### src/rtl/mem_stage_pipe.sv
// E->M pipeline register. It classifies load/store addresses when an instruction is
// captured and stalls the stage while a device-window access runs on the req/ack bus.
module mem_stage_pipe #(
  parameter int unsigned   DW        = 32,
  parameter logic [DW-1:0] RAM_TOP   = 'h2FFF,
  parameter logic [DW-1:0] DEV0_BASE = 'h7F00,
  parameter logic [DW-1:0] DEV1_BASE = 'h7F10,
  parameter int unsigned   DEV_RSIZE = 12,
  parameter int unsigned   DEV_WSIZE = 8,
  parameter int unsigned   TIMEOUT   = 15
) (
  input  logic          clk,
  input  logic          reset_n,
  input  logic          en,
  input  logic          flush,
  input  logic          valid_e,
  input  logic [31:0]   ir_e,
  input  logic [DW-1:0] pc_e,
  input  logic [DW-1:0] ao_e,
  input  logic [DW-1:0] rt_e,
  input  logic [4:0]    excode_e,
  input  logic          dev_ack,
  input  logic [DW-1:0] dev_rdata,
  output logic          valid_m,
  output logic [31:0]   ir_m,
  output logic [DW-1:0] pc_m,
  output logic [DW-1:0] ao_m,
  output logic [DW-1:0] rt_m,
  output logic [4:0]    excode_m,
  output logic          dev_req,
  output logic          dev_we,
  output logic [DW-1:0] dev_addr,
  output logic [DW-1:0] dev_wdata,
  output logic [DW-1:0] dev_rdata_m,
  output logic          busy,
  output logic [1:0]    fsm_state
);

  typedef enum logic [1:0] {
    S_IDLE = 2'd0,
    S_WAIT = 2'd1,
    S_DONE = 2'd2
  } state_t;

  localparam logic [5:0] OP_LB  = 6'h20;
  localparam logic [5:0] OP_LH  = 6'h21;
  localparam logic [5:0] OP_LW  = 6'h23;
  localparam logic [5:0] OP_LBU = 6'h24;
  localparam logic [5:0] OP_LHU = 6'h25;
  localparam logic [5:0] OP_SB  = 6'h28;
  localparam logic [5:0] OP_SH  = 6'h29;
  localparam logic [5:0] OP_SW  = 6'h2B;

  localparam logic [4:0] EXC_ADEL = 5'd4;
  localparam logic [4:0] EXC_ADES = 5'd5;
  localparam logic [4:0] EXC_DBE  = 5'd7;

  localparam logic [DW-1:0] DEV0_RLAST = DEV0_BASE + DW'(DEV_RSIZE - 1);
  localparam logic [DW-1:0] DEV1_RLAST = DEV1_BASE + DW'(DEV_RSIZE - 1);
  localparam logic [DW-1:0] DEV0_WLAST = DEV0_BASE + DW'(DEV_WSIZE - 1);
  localparam logic [DW-1:0] DEV1_WLAST = DEV1_BASE + DW'(DEV_WSIZE - 1);
  localparam logic [7:0]    TIMEOUT_C  = 8'(TIMEOUT);

  state_t     state_q, state_d;
  logic [7:0] cnt_q, cnt_d;
  logic [7:0] cnt_inc;

  logic [5:0] op_e;
  logic       is_lw, is_lh, is_lb, is_sw, is_sh, is_sb;
  logic       is_load, is_store;
  logic       in_ram, in_rwin, in_wwin;
  logic       ld_fault, st_fault;
  logic [4:0] excode_cap;
  logic       dev_start;
  logic       load_edge;
  logic       ack_hit, timeout_hit;

  // Capture-time classification of the E-stage access
  assign op_e     = ir_e[31:26];
  assign is_lw    = (op_e == OP_LW);
  assign is_lh    = (op_e == OP_LH) || (op_e == OP_LHU);
  assign is_lb    = (op_e == OP_LB) || (op_e == OP_LBU);
  assign is_sw    = (op_e == OP_SW);
  assign is_sh    = (op_e == OP_SH);
  assign is_sb    = (op_e == OP_SB);
  assign is_load  = is_lw || is_lh || is_lb;
  assign is_store = is_sw || is_sh || is_sb;

  assign in_ram  = (ao_e <= RAM_TOP);
  assign in_rwin = ((ao_e >= DEV0_BASE) && (ao_e <= DEV0_RLAST)) ||
                   ((ao_e >= DEV1_BASE) && (ao_e <= DEV1_RLAST));
  assign in_wwin = ((ao_e >= DEV0_BASE) && (ao_e <= DEV0_WLAST)) ||
                   ((ao_e >= DEV1_BASE) && (ao_e <= DEV1_WLAST));

  // Devices only accept whole-word accesses, so sub-word ops in a read window fault
  assign ld_fault = (is_lw && (ao_e[1:0] != 2'b00)) || (is_lh && ao_e[0]) ||
                    (!in_ram && !in_rwin) || ((is_lh || is_lb) && in_rwin);
  assign st_fault = (is_sw && (ao_e[1:0] != 2'b00)) || (is_sh && ao_e[0]) ||
                    (!in_ram && !in_wwin) || ((is_sh || is_sb) && in_rwin);

  always_comb begin
    excode_cap = 5'd0;
    if (excode_e != 5'd0) begin
      excode_cap = excode_e;
    end else if (valid_e) begin
      if (is_load && ld_fault) begin
        excode_cap = EXC_ADEL;
      end else if (is_store && st_fault) begin
        excode_cap = EXC_ADES;
      end
    end
  end

  assign dev_start = valid_e && (excode_cap == 5'd0) && !in_ram &&
                     ((is_load && in_rwin) || (is_store && in_wwin));

  assign busy      = (state_q == S_WAIT);
  assign load_edge = !flush && !busy && en;
  assign cnt_inc   = cnt_q + 8'd1;
  assign ack_hit     = (state_q == S_WAIT) && dev_ack;
  assign timeout_hit = (state_q == S_WAIT) && !dev_ack && (cnt_inc == TIMEOUT_C);

  // Bus handshake: dev_req stays high for every WAIT cycle; a transfer completes on the
  // first rising edge that samples dev_ack high while dev_req is high. dev_rdata is valid
  // alongside dev_ack; dev_ack seen while dev_req is low has no effect.
  always_ff @(posedge clk or negedge reset_n) begin
    if (!reset_n) begin
      state_q <= S_IDLE;
      cnt_q   <= 8'd0;
    end else begin
      state_q <= state_d;
      cnt_q   <= cnt_d;
    end
  end

  always_comb begin
    state_d = state_q;
    cnt_d   = cnt_q;
    case (state_q)
      S_WAIT: begin
        if (flush) begin
          state_d = S_IDLE;
          cnt_d   = 8'd0;
        end else if (dev_ack || timeout_hit) begin
          state_d = S_DONE;
          cnt_d   = 8'd0;
        end else begin
          cnt_d = cnt_inc;
        end
      end
      default: begin
        cnt_d = 8'd0;
        if (load_edge && dev_start) begin
          state_d = S_WAIT;
        end else begin
          state_d = S_IDLE;
        end
      end
    endcase
  end

  always_ff @(posedge clk or negedge reset_n) begin
    if (!reset_n) begin
      valid_m     <= 1'b0;
      ir_m        <= '0;
      pc_m        <= '0;
      ao_m        <= '0;
      rt_m        <= '0;
      excode_m    <= '0;
      dev_rdata_m <= '0;
    end else if (flush) begin
      valid_m  <= 1'b0;
      ir_m     <= '0;
      excode_m <= '0;
    end else if (busy) begin
      if (ack_hit) begin
        dev_rdata_m <= dev_rdata;
      end else if (timeout_hit) begin
        excode_m <= EXC_DBE;
      end
    end else if (en) begin
      valid_m  <= valid_e;
      ir_m     <= ir_e;
      pc_m     <= pc_e;
      ao_m     <= ao_e;
      rt_m     <= rt_e;
      excode_m <= excode_cap;
    end
  end

  assign dev_req   = busy;
  assign dev_we    = busy && ((ir_m[31:26] == OP_SW) || (ir_m[31:26] == OP_SH) ||
                              (ir_m[31:26] == OP_SB));
  assign dev_addr  = ao_m;
  assign dev_wdata = rt_m;
  assign fsm_state = state_q;

endmodule
### config.mk
export PLATFORM = sky130hd
export DESIGN_NAME = mem_stage_pipe
export DESIGN_NICKNAME = d
export VERILOG_FILES = /design/src/rtl/mem_stage_pipe.sv
export SDC_FILE = /design/constraint.sdc
export NUM_CORES = 1
export LEC_CHECK = 0
export CAP_MARGIN = 20
export CORE_AREA = 2 2 157 159
export DETAILED_ROUTE_END_ITERATION = 8
export DIE_AREA = 0 0 159 161
export GPL_ROUTABILITY_DRIVEN = 1
export HOLD_SLACK_MARGIN = 0.08
export PLACE_DENSITY = 0.66
export SYNTH_ARGS = -nofsm -noshare
export SYNTH_HDL_FRONTEND = slang
export SYNTH_SLANG_ARGS = --single-unit
export TNS_END_PERCENT = 30
### constraint.sdc
create_clock -name clk -period 3.38 [get_ports clk]
set_input_delay 0.338 -clock clk [delete_from_list [all_inputs] [get_ports clk]]
set_output_delay 0.338 -clock clk [all_outputs]
set_load 0.01 [all_outputs]
==> impl_metrics.env, run 1 <==
export IMPL_clk_transition_reported_paths_ns=0.07
export IMPL_routed_wl_um=23100
export IMPL_synth_yosys_seq_area_share=0.598
export IMPL_drt_antenna_violating_nets=0
export IMPL_max_slew_margin_rel=0.517
export IMPL_htreeDepth=4
export IMPL_io_buffers=405
export IMPL_drc=0
export IMPL_total_negative_slack_ns=0
export IMPL_critPathLaunchType="flip-flop"
export IMPL_gpl_final_weighted_congestion=0.825
export IMPL_final_fill_count=2275
export IMPL_dp_hpwl_um=17100
export IMPL_drt_wirelength_per_cell_um=16.6
export IMPL_worst_r2r_setup_slack_ns=1.00
export IMPL_critical_path_required_ns=3.69
export IMPL_ys_warn_count=0
export IMPL_run_status="finished clean"
export IMPL_placed_cells=1364
export IMPL_fp_coreArea_sq_um=24000
export IMPL_final_period_utilization=0.704
export IMPL_period_needed_ns=2.38
export IMPL_worst_setup_path_type="flip-flop to flip-flop"
export IMPL_cp_max_fo=10
export IMPL_netlist_area_sq_um=7370
export IMPL_multiInputGateArea_sq_um=2340
export IMPL_number_of_flops_mapped_to_enable_cells_by_yosys=0
export IMPL_cts_root_buf="sky130_fd_sc_hd__clkbuf_16"
export IMPL_first_global_vias=6176
export IMPL_tightest_slew_ns=0.724
export IMPL_min_from="rt_e[10]"
export IMPL_drt_pre_antenna_iters=4
export IMPL_clkLatencyLatePin_ns=0.43
export IMPL_power_ir_vdd_worst_mv=0.347
export IMPL_cts_buffers=17
export IMPL_diode_count=0
export IMPL_vertical_die_dimension_um=161
export IMPL_portion_of_synthesized_cell_area_occupied_by_the_leading_cell_type=0.598
export IMPL_leakage_nw=5.42
export IMPL_worst_hold_path_num_cells=3
export IMPL_synth_seq_cells=176
export IMPL_worst_endpoint_arrival_ns=2.68
export IMPL_max_clock_freq_mhz=420
export IMPL_critPathLaunch="cnt_q[0]"
export IMPL_power_per_cell_area_nw_per_um2=472
export IMPL_syn_area_per_cell_sq_um=10.1
export IMPL_synthesized_netlist_cell_count=727
export IMPL_grt_antenna_before_repair=0
export IMPL_count_of_boundary_i_o_pins=406
export IMPL_initial_utilization=0.307
export IMPL_grt_usage=0.178
export IMPL_setup_viol=0
export IMPL_clock_path_buffers=2
export IMPL_unrepaired_setup_endpoints_after_global_routing="false"
export IMPL_ys_dominant_reg_cell="sky130_fd_sc_hd__dfrtp_1"
export IMPL_first_pass_grt_wire_length_um=35900
export IMPL_final_layout_size_suffix_gt1_frac=0.0736
export IMPL_whs_endpoint="dev_wdata[10]"
export IMPL_dieWidth_um=159
export IMPL_grt_remaining_overflow=0
export IMPL_timing_rr_end="cnt_q[7]"
export IMPL_synthArstFlopShare=1.00
export IMPL_reg2reg_from="cnt_q[0]"
export IMPL_cts_sink_count=176
export IMPL_synth_area_leaders="sky130_fd_sc_hd__dfrtp_1 60%, sky130_fd_sc_hd__nand2_1 15%, sky130_fd_sc_hd__buf_4 6.6%, sky130_fd_sc_hd__mux2_2 4.9%, sky130_fd_sc_hd__a22o_1 4.0%"
export IMPL_die_area_sq_um=25600
export IMPL_clock_skew_final_ns=0.0127
export IMPL_end_kind="flip-flop"
export IMPL_number_of_nets_in_the_final_layout=1233
export IMPL_worstRegToRegCells=7
export IMPL_rows=57
export IMPL_drt_iter0_markers=360
export IMPL_timing_final_hold_violations=0
export IMPL_maxCapViolations=0
export IMPL_layout_cells_non_filler=1397
export IMPL_post_synth_num_cell_types=41
export IMPL_area_growth_syn_to_layout_pct=61.3
export IMPL_cts_tree="yes"
export IMPL_viasPerCell=4.44
export IMPL_synth_net_count=900
export IMPL_worstHoldPathType="primary input to flip-flop"
export IMPL_maximum_number_of_pins_on_one_net_before_global_route_repair=81
export IMPL_final_seq_area_sq_um=4400
export IMPL_report_final_slew_viol_count=0
export IMPL_postCtsSetupBuffers=0
export IMPL_dr_total_vias=6205
export IMPL_yosys_area_top_type="sky130_fd_sc_hd__dfrtp_1"
cell usage after synthesis (all sizes together), types with 3 or more instances:
library cell and count:
xor2 3, nor3b 3, dfrtp 176, nor2 14, buf 67, nand2 300, a21oi 5, inv 4
o21ai 5, mux2 32, nand2b 3, a22o 34, clkbuf 33, nand3 4, nor3 3, nor4 5
nor2b 5
cells by family (layout without fill, tap and decap cells):
| group | count (synthesis) | after routing | synth area share |
|---|---|---|---|
| flip-flops | 176 | 176 | 0.598 |
| AND/OR/NAND/NOR | 353 | 353 | 0.196 |
| buffers and inverters | 104 | 450 | 0.0863 |
| AO/OA/AOI/OAI | 55 | 55 | 0.0612 |
| multiplexers | 32 | 32 | 0.0489 |
| adder cells (fa/ha/maj) | 2 | 2 | 0.00340 |
| XOR/XNOR | 5 | 5 | 0.00595 |
flip-flops by register name, indices dropped and copies added (netlist names):
signal / count
ao_m: 32
cnt_q: 8
dev_rdata_m: 32
dev_wdata: 32
excode_m: 5
fsm_state: 2
ir_m: 32
pc_m: 32
valid_m: 1
routing by layer:
layer  GRT usage  vias to the layer above  part of all wire
li1            -                     2963                 -
met1       0.219                     2984              0.41
met2       0.310                      243              0.51
met3      0.0519                       15             0.069
met4      0.0430                        0             0.011
met5           0                        -                 0
layout make-up:
type | instances | share of cell area
well taps | 324 | 0.0341
repair buffers | 414 | 0.350
inverters | 4 | 0.00126
multi-input cells | 447 | 0.197
clock buffers | 18 | 0.0361
clock inverters | 14 | 0.0103
flip-flops and latches | 176 | 0.371
through the flow:
| step | power (W) | area, sq um | hold slack [ns] | util | worst slack, ns |
|---|---|---|---|---|---|
| 3_5_place_dp | 0.00377 | 11300 | 0.416 | 0.472 | 0.606 |
| 3_3_place_gp | 0.00376 | 11300 | 0.423 | 0.472 | 0.658 |
| 6_report | 0.00561 | 11900 | 0.432 | 0.496 | 1.00 |
| 5_1_grt | 0.00587 | 11900 | 0.426 | 0.496 | 0.827 |
| 4_1_cts | 0.00570 | 11900 | 0.414 | 0.496 | 1.00 |
| 2_1_floorplan | 0.00296 | 7370 | 0.0424 | - | 1.21 |
cells in the final DEF, fill, tap and decap left out, types with 3 or more instances in the layout:
cell type                           n
sky130_fd_sc_hd__inv_1              4
sky130_fd_sc_hd__nand3_1            4
sky130_fd_sc_hd__nor3_1             3
sky130_fd_sc_hd__nor2_1            14
sky130_fd_sc_hd__buf_12             3
sky130_fd_sc_hd__o21ai_0            5
sky130_fd_sc_hd__clkdlybuf4s50_1  404
sky130_fd_sc_hd__mux2_2            32
sky130_fd_sc_hd__xor2_1             3
sky130_fd_sc_hd__dfrtp_1          176
sky130_fd_sc_hd__inv_8              4
sky130_fd_sc_hd__a22o_1            34
sky130_fd_sc_hd__clkbuf_16         17
sky130_fd_sc_hd__nand2_1          299
sky130_fd_sc_hd__a21oi_1            4
sky130_fd_sc_hd__buf_4              5
sky130_fd_sc_hd__inv_6              5
sky130_fd_sc_hd__nor2b_1            5
sky130_fd_sc_hd__nor4_1             5
sky130_fd_sc_hd__nand2b_1           3
repair_timing:
| action | in CTS | in global routing |
|---|---|---|
| hold buffers | 1 | 0 |
| resized for setup | 0 | 0 |
| hold endpoints to repair | 74 | 0 |
worst max path at each step:
stage	to	slack [ns]	depth (start not counted)
6_report	cnt_q[7]	1.00	7
5_1_grt	fsm_state[1]	0.83	7
4_1_cts	cnt_q[7]	1.00	7
3_5_place_dp	excode_m[0]	0.61	7
3_3_place_gp	excode_m[0]	0.66	7
2_1_floorplan	excode_m[0]	1.21	6
where the power goes:
group	internal, W	switching (W)
sequential	0.00230	0.000145
clock	0.000973	0.000922
combinational	0.000764	0.000512
total	0.00403	0.00158
critical path, stage by stage, from the launching register on:
cell,delay [ns]
sky130_fd_sc_hd__dfrtp_1,0.41
sky130_fd_sc_hd__inv_1,0.07
sky130_fd_sc_hd__ha_1,0.13
sky130_fd_sc_hd__or4b_1,0.41
sky130_fd_sc_hd__or4_1,0.40
sky130_fd_sc_hd__nor4_1,0.24
sky130_fd_sc_hd__or4_1,0.39
sky130_fd_sc_hd__o21ba_2,0.22
No activity file was read; power rests on OpenSTA's default activity.
==> inputs of run 2 (changes only) <==
- CORE_AREA: 2 2 157 159 -> 2 2 158 160
- DIE_AREA: 0 0 159 161 -> 0 0 160 162
- clock period: 3.38 -> 2.3 ns (I/O delays scaled with it)
==> run 2 against run 1 <==
  * Final cell count rose by 1.6%
  * Sequential share of layout area fell by 0.73 points
  * Routed wire length rose by 2.9%
  * Critical endpoint is now excode_m[0]
  * Largest power group unchanged
==> impl_metrics.env, run 2 (synthesized netlist as in run 1, its figures left out) <==
export IMPL_setup_ws_ns=0.0748
export IMPL_area_growth_syn_to_layout_pct=64.6
export IMPL_post_layout_total_power_w=0.00827
export IMPL_crit_path_top_delay_cell="sky130_fd_sc_hd__clkdlybuf4s50_1"
export IMPL_grt_antenna_before_repair=0
export IMPL_drt_wirelength_per_cell_um=16.8
export IMPL_setup_viol=0
export IMPL_routed_wl_um=23800
export IMPL_initial_utilization=0.306
export IMPL_cts_tree="yes"
export IMPL_die_area_sq_um=25900
export IMPL_total_negative_slack_ns=0
export IMPL_first_pass_grt_wire_length_um=37000
export IMPL_layout_cells_most_common="sky130_fd_sc_hd__clkdlybuf4s50_1"
export IMPL_critPathLaunchType="primary input"
export IMPL_first_global_vias=6596
export IMPL_unrepaired_setup_endpoints_after_global_routing="true"
export IMPL_critical_path_required_ns=2.61
export IMPL_commonest_non_fill_non_tap_cells_in_the_layout="404 x sky130_fd_sc_hd__clkdlybuf4s50_1, 299 x sky130_fd_sc_hd__nand2_1, 176 x sky130_fd_sc_hd__dfrtp_1, 34 x sky130_fd_sc_hd__a22o_1, 32 x sky130_fd_sc_hd__mux2_2"
export IMPL_run_status="finished clean"
export IMPL_number_of_nets_in_the_final_layout=1258
export IMPL_dieWidth_um=160
export IMPL_maximum_number_of_pins_on_one_net_before_global_route_repair=53
export IMPL_critPathTopFamily="compound AO/OA/AOI/OAI gates"
export IMPL_rows=57
export IMPL_tightest_slew_ns=0.466
export IMPL_clk_transition_reported_paths_ns=0.07
export IMPL_cpPeakStageDelay_ns=0.51
export IMPL_worst_endpoint_arrival_ns=2.53
export IMPL_gpl_final_weighted_congestion=0.831
export IMPL_final_period_utilization=0.967
export IMPL_cts_root_buf="sky130_fd_sc_hd__clkbuf_16"
export IMPL_max_slew_margin_rel=0.682
export IMPL_pwr_share_comb=0.231
export IMPL_count_of_boundary_i_o_pins=406
export IMPL_power_switching_w=0.00222
export IMPL_drt_pre_antenna_iters=4
export IMPL_dp_hpwl_um=18100
export IMPL_worstHoldPathType="primary input to asynchronous set/reset pin"
export IMPL_maxCapViolations=0
export IMPL_diode_count=0
export IMPL_cp_max_fo=3
export IMPL_end_kind="flip-flop"
export IMPL_grt_remaining_overflow=0
export IMPL_htreeDepth=4
export IMPL_fp_coreArea_sq_um=24100
export IMPL_report_final_slew_viol_count=0
export IMPL_power_ir_vdd_worst_mv=0.376
export IMPL_clock_path_buffers=2
export IMPL_drc=0
export IMPL_worst_path_buf_inv=1
export IMPL_clkLatencyLatePin_ns=0.42
export IMPL_pwr_share_seq=0.433
export IMPL_leakage_nw=5.56
export IMPL_p_sw_frac=0.269
export IMPL_worst_setup_path_type="primary input to flip-flop"
export IMPL_cts_sink_count=176
export IMPL_drt_iter0_markers=349
export IMPL_cts_buffers=17
export IMPL_critical_path_cell_count=7
export IMPL_drt_antenna_violating_nets=0
export IMPL_final_layout_size_suffix_gt1_frac=0.0977
export IMPL_max_clock_freq_mhz=449
export IMPL_power_per_cell_area_nw_per_um2=682
export IMPL_period_needed_ns=2.23
export IMPL_clkPwrFrac=0.335
export IMPL_grt_usage=0.182
export IMPL_postCtsSetupBuffers=0
export IMPL_timing_final_hold_violations=0
export IMPL_worstRegToRegCells=9
export IMPL_internal_power_w=0.00604
export IMPL_path_cells="clkdlybuf4s50_1 -> or4b_4 -> o41ai_2 -> a32oi_1 -> o311a_1 -> or3_1 -> a22o_1"
export IMPL_finalHoldWorstSlack_ns=0.334
export IMPL_io_buffers=405
export IMPL_viasPerCell=4.47
export IMPL_vertical_die_dimension_um=162
export IMPL_pre_cts_slack_ns=-0.363
export IMPL_dr_total_vias=6343
export IMPL_clock_skew_final_ns=0.0129
[run 2: per-stage QoR]
step,util,std cells,instance area [sq um]
final,0.503,1419,12100
after global routing,0.503,1419,12100
after CTS,0.502,1419,12100
after detailed placement,0.479,1389,11500
after global placement,0.479,1389,11500
after floorplan,-,727,7370
[run 2: final cells by class]
type                            instances  area (sq um)
Timing Repair Buffer                  439          4380
Clock buffer                           18           439
Inverter                                4          15.0
Clock inverter                         11           110
Tap cell                              324           405
Sequential cell                       176          4400
Fill cell                            2225         12000
Multi-Input combinational cell        447          2370
[run 2: timing repair]
| item | CTS | global route |
|---|---|---|
| gates cloned | 0 | 0 |
| gates resized for setup | 1 | 5 |
| endpoints found under the hold margin | 44 | 0 |
| hold buffers | 1 | 0 |
| setup endpoints to repair | 6 | 9 |
[run 2: power by group through the flow]
stage               combinational (W)  sequential, W  clock (W)
finish                        0.00191        0.00358    0.00277
global route                  0.00205        0.00362    0.00301
CTS                           0.00194        0.00359    0.00286
detailed placement            0.00193        0.00364          0
global placement              0.00191        0.00363          0
floorplan                    0.000601        0.00375          0
[run 2: routing by layer]
metal,GRT usage,share of wire,vias to the layer above
li1,-,-,3009
met1,0.221,0.40,3080
met2,0.319,0.51,239
met3,0.0539,0.070,15
met4,0.0446,0.012,0
met5,0,0,-
[run 2: final timing paths]
kind | start | end | slack (ns)
worst max-delay path | ao_e[14] | excode_m[0] | 0.07
worst min-delay path | reset_n | ir_m[17] | 0.33
worst max register to register | cnt_q[0] | cnt_q[4] | 0.10
worst min register to register | pc_m[4] | pc_m[4] | 0.47
max in group asynchronous | reset_n | ao_m[29] | 1.28
min in group clk | pc_e[14] | pc_m[14] | 0.33
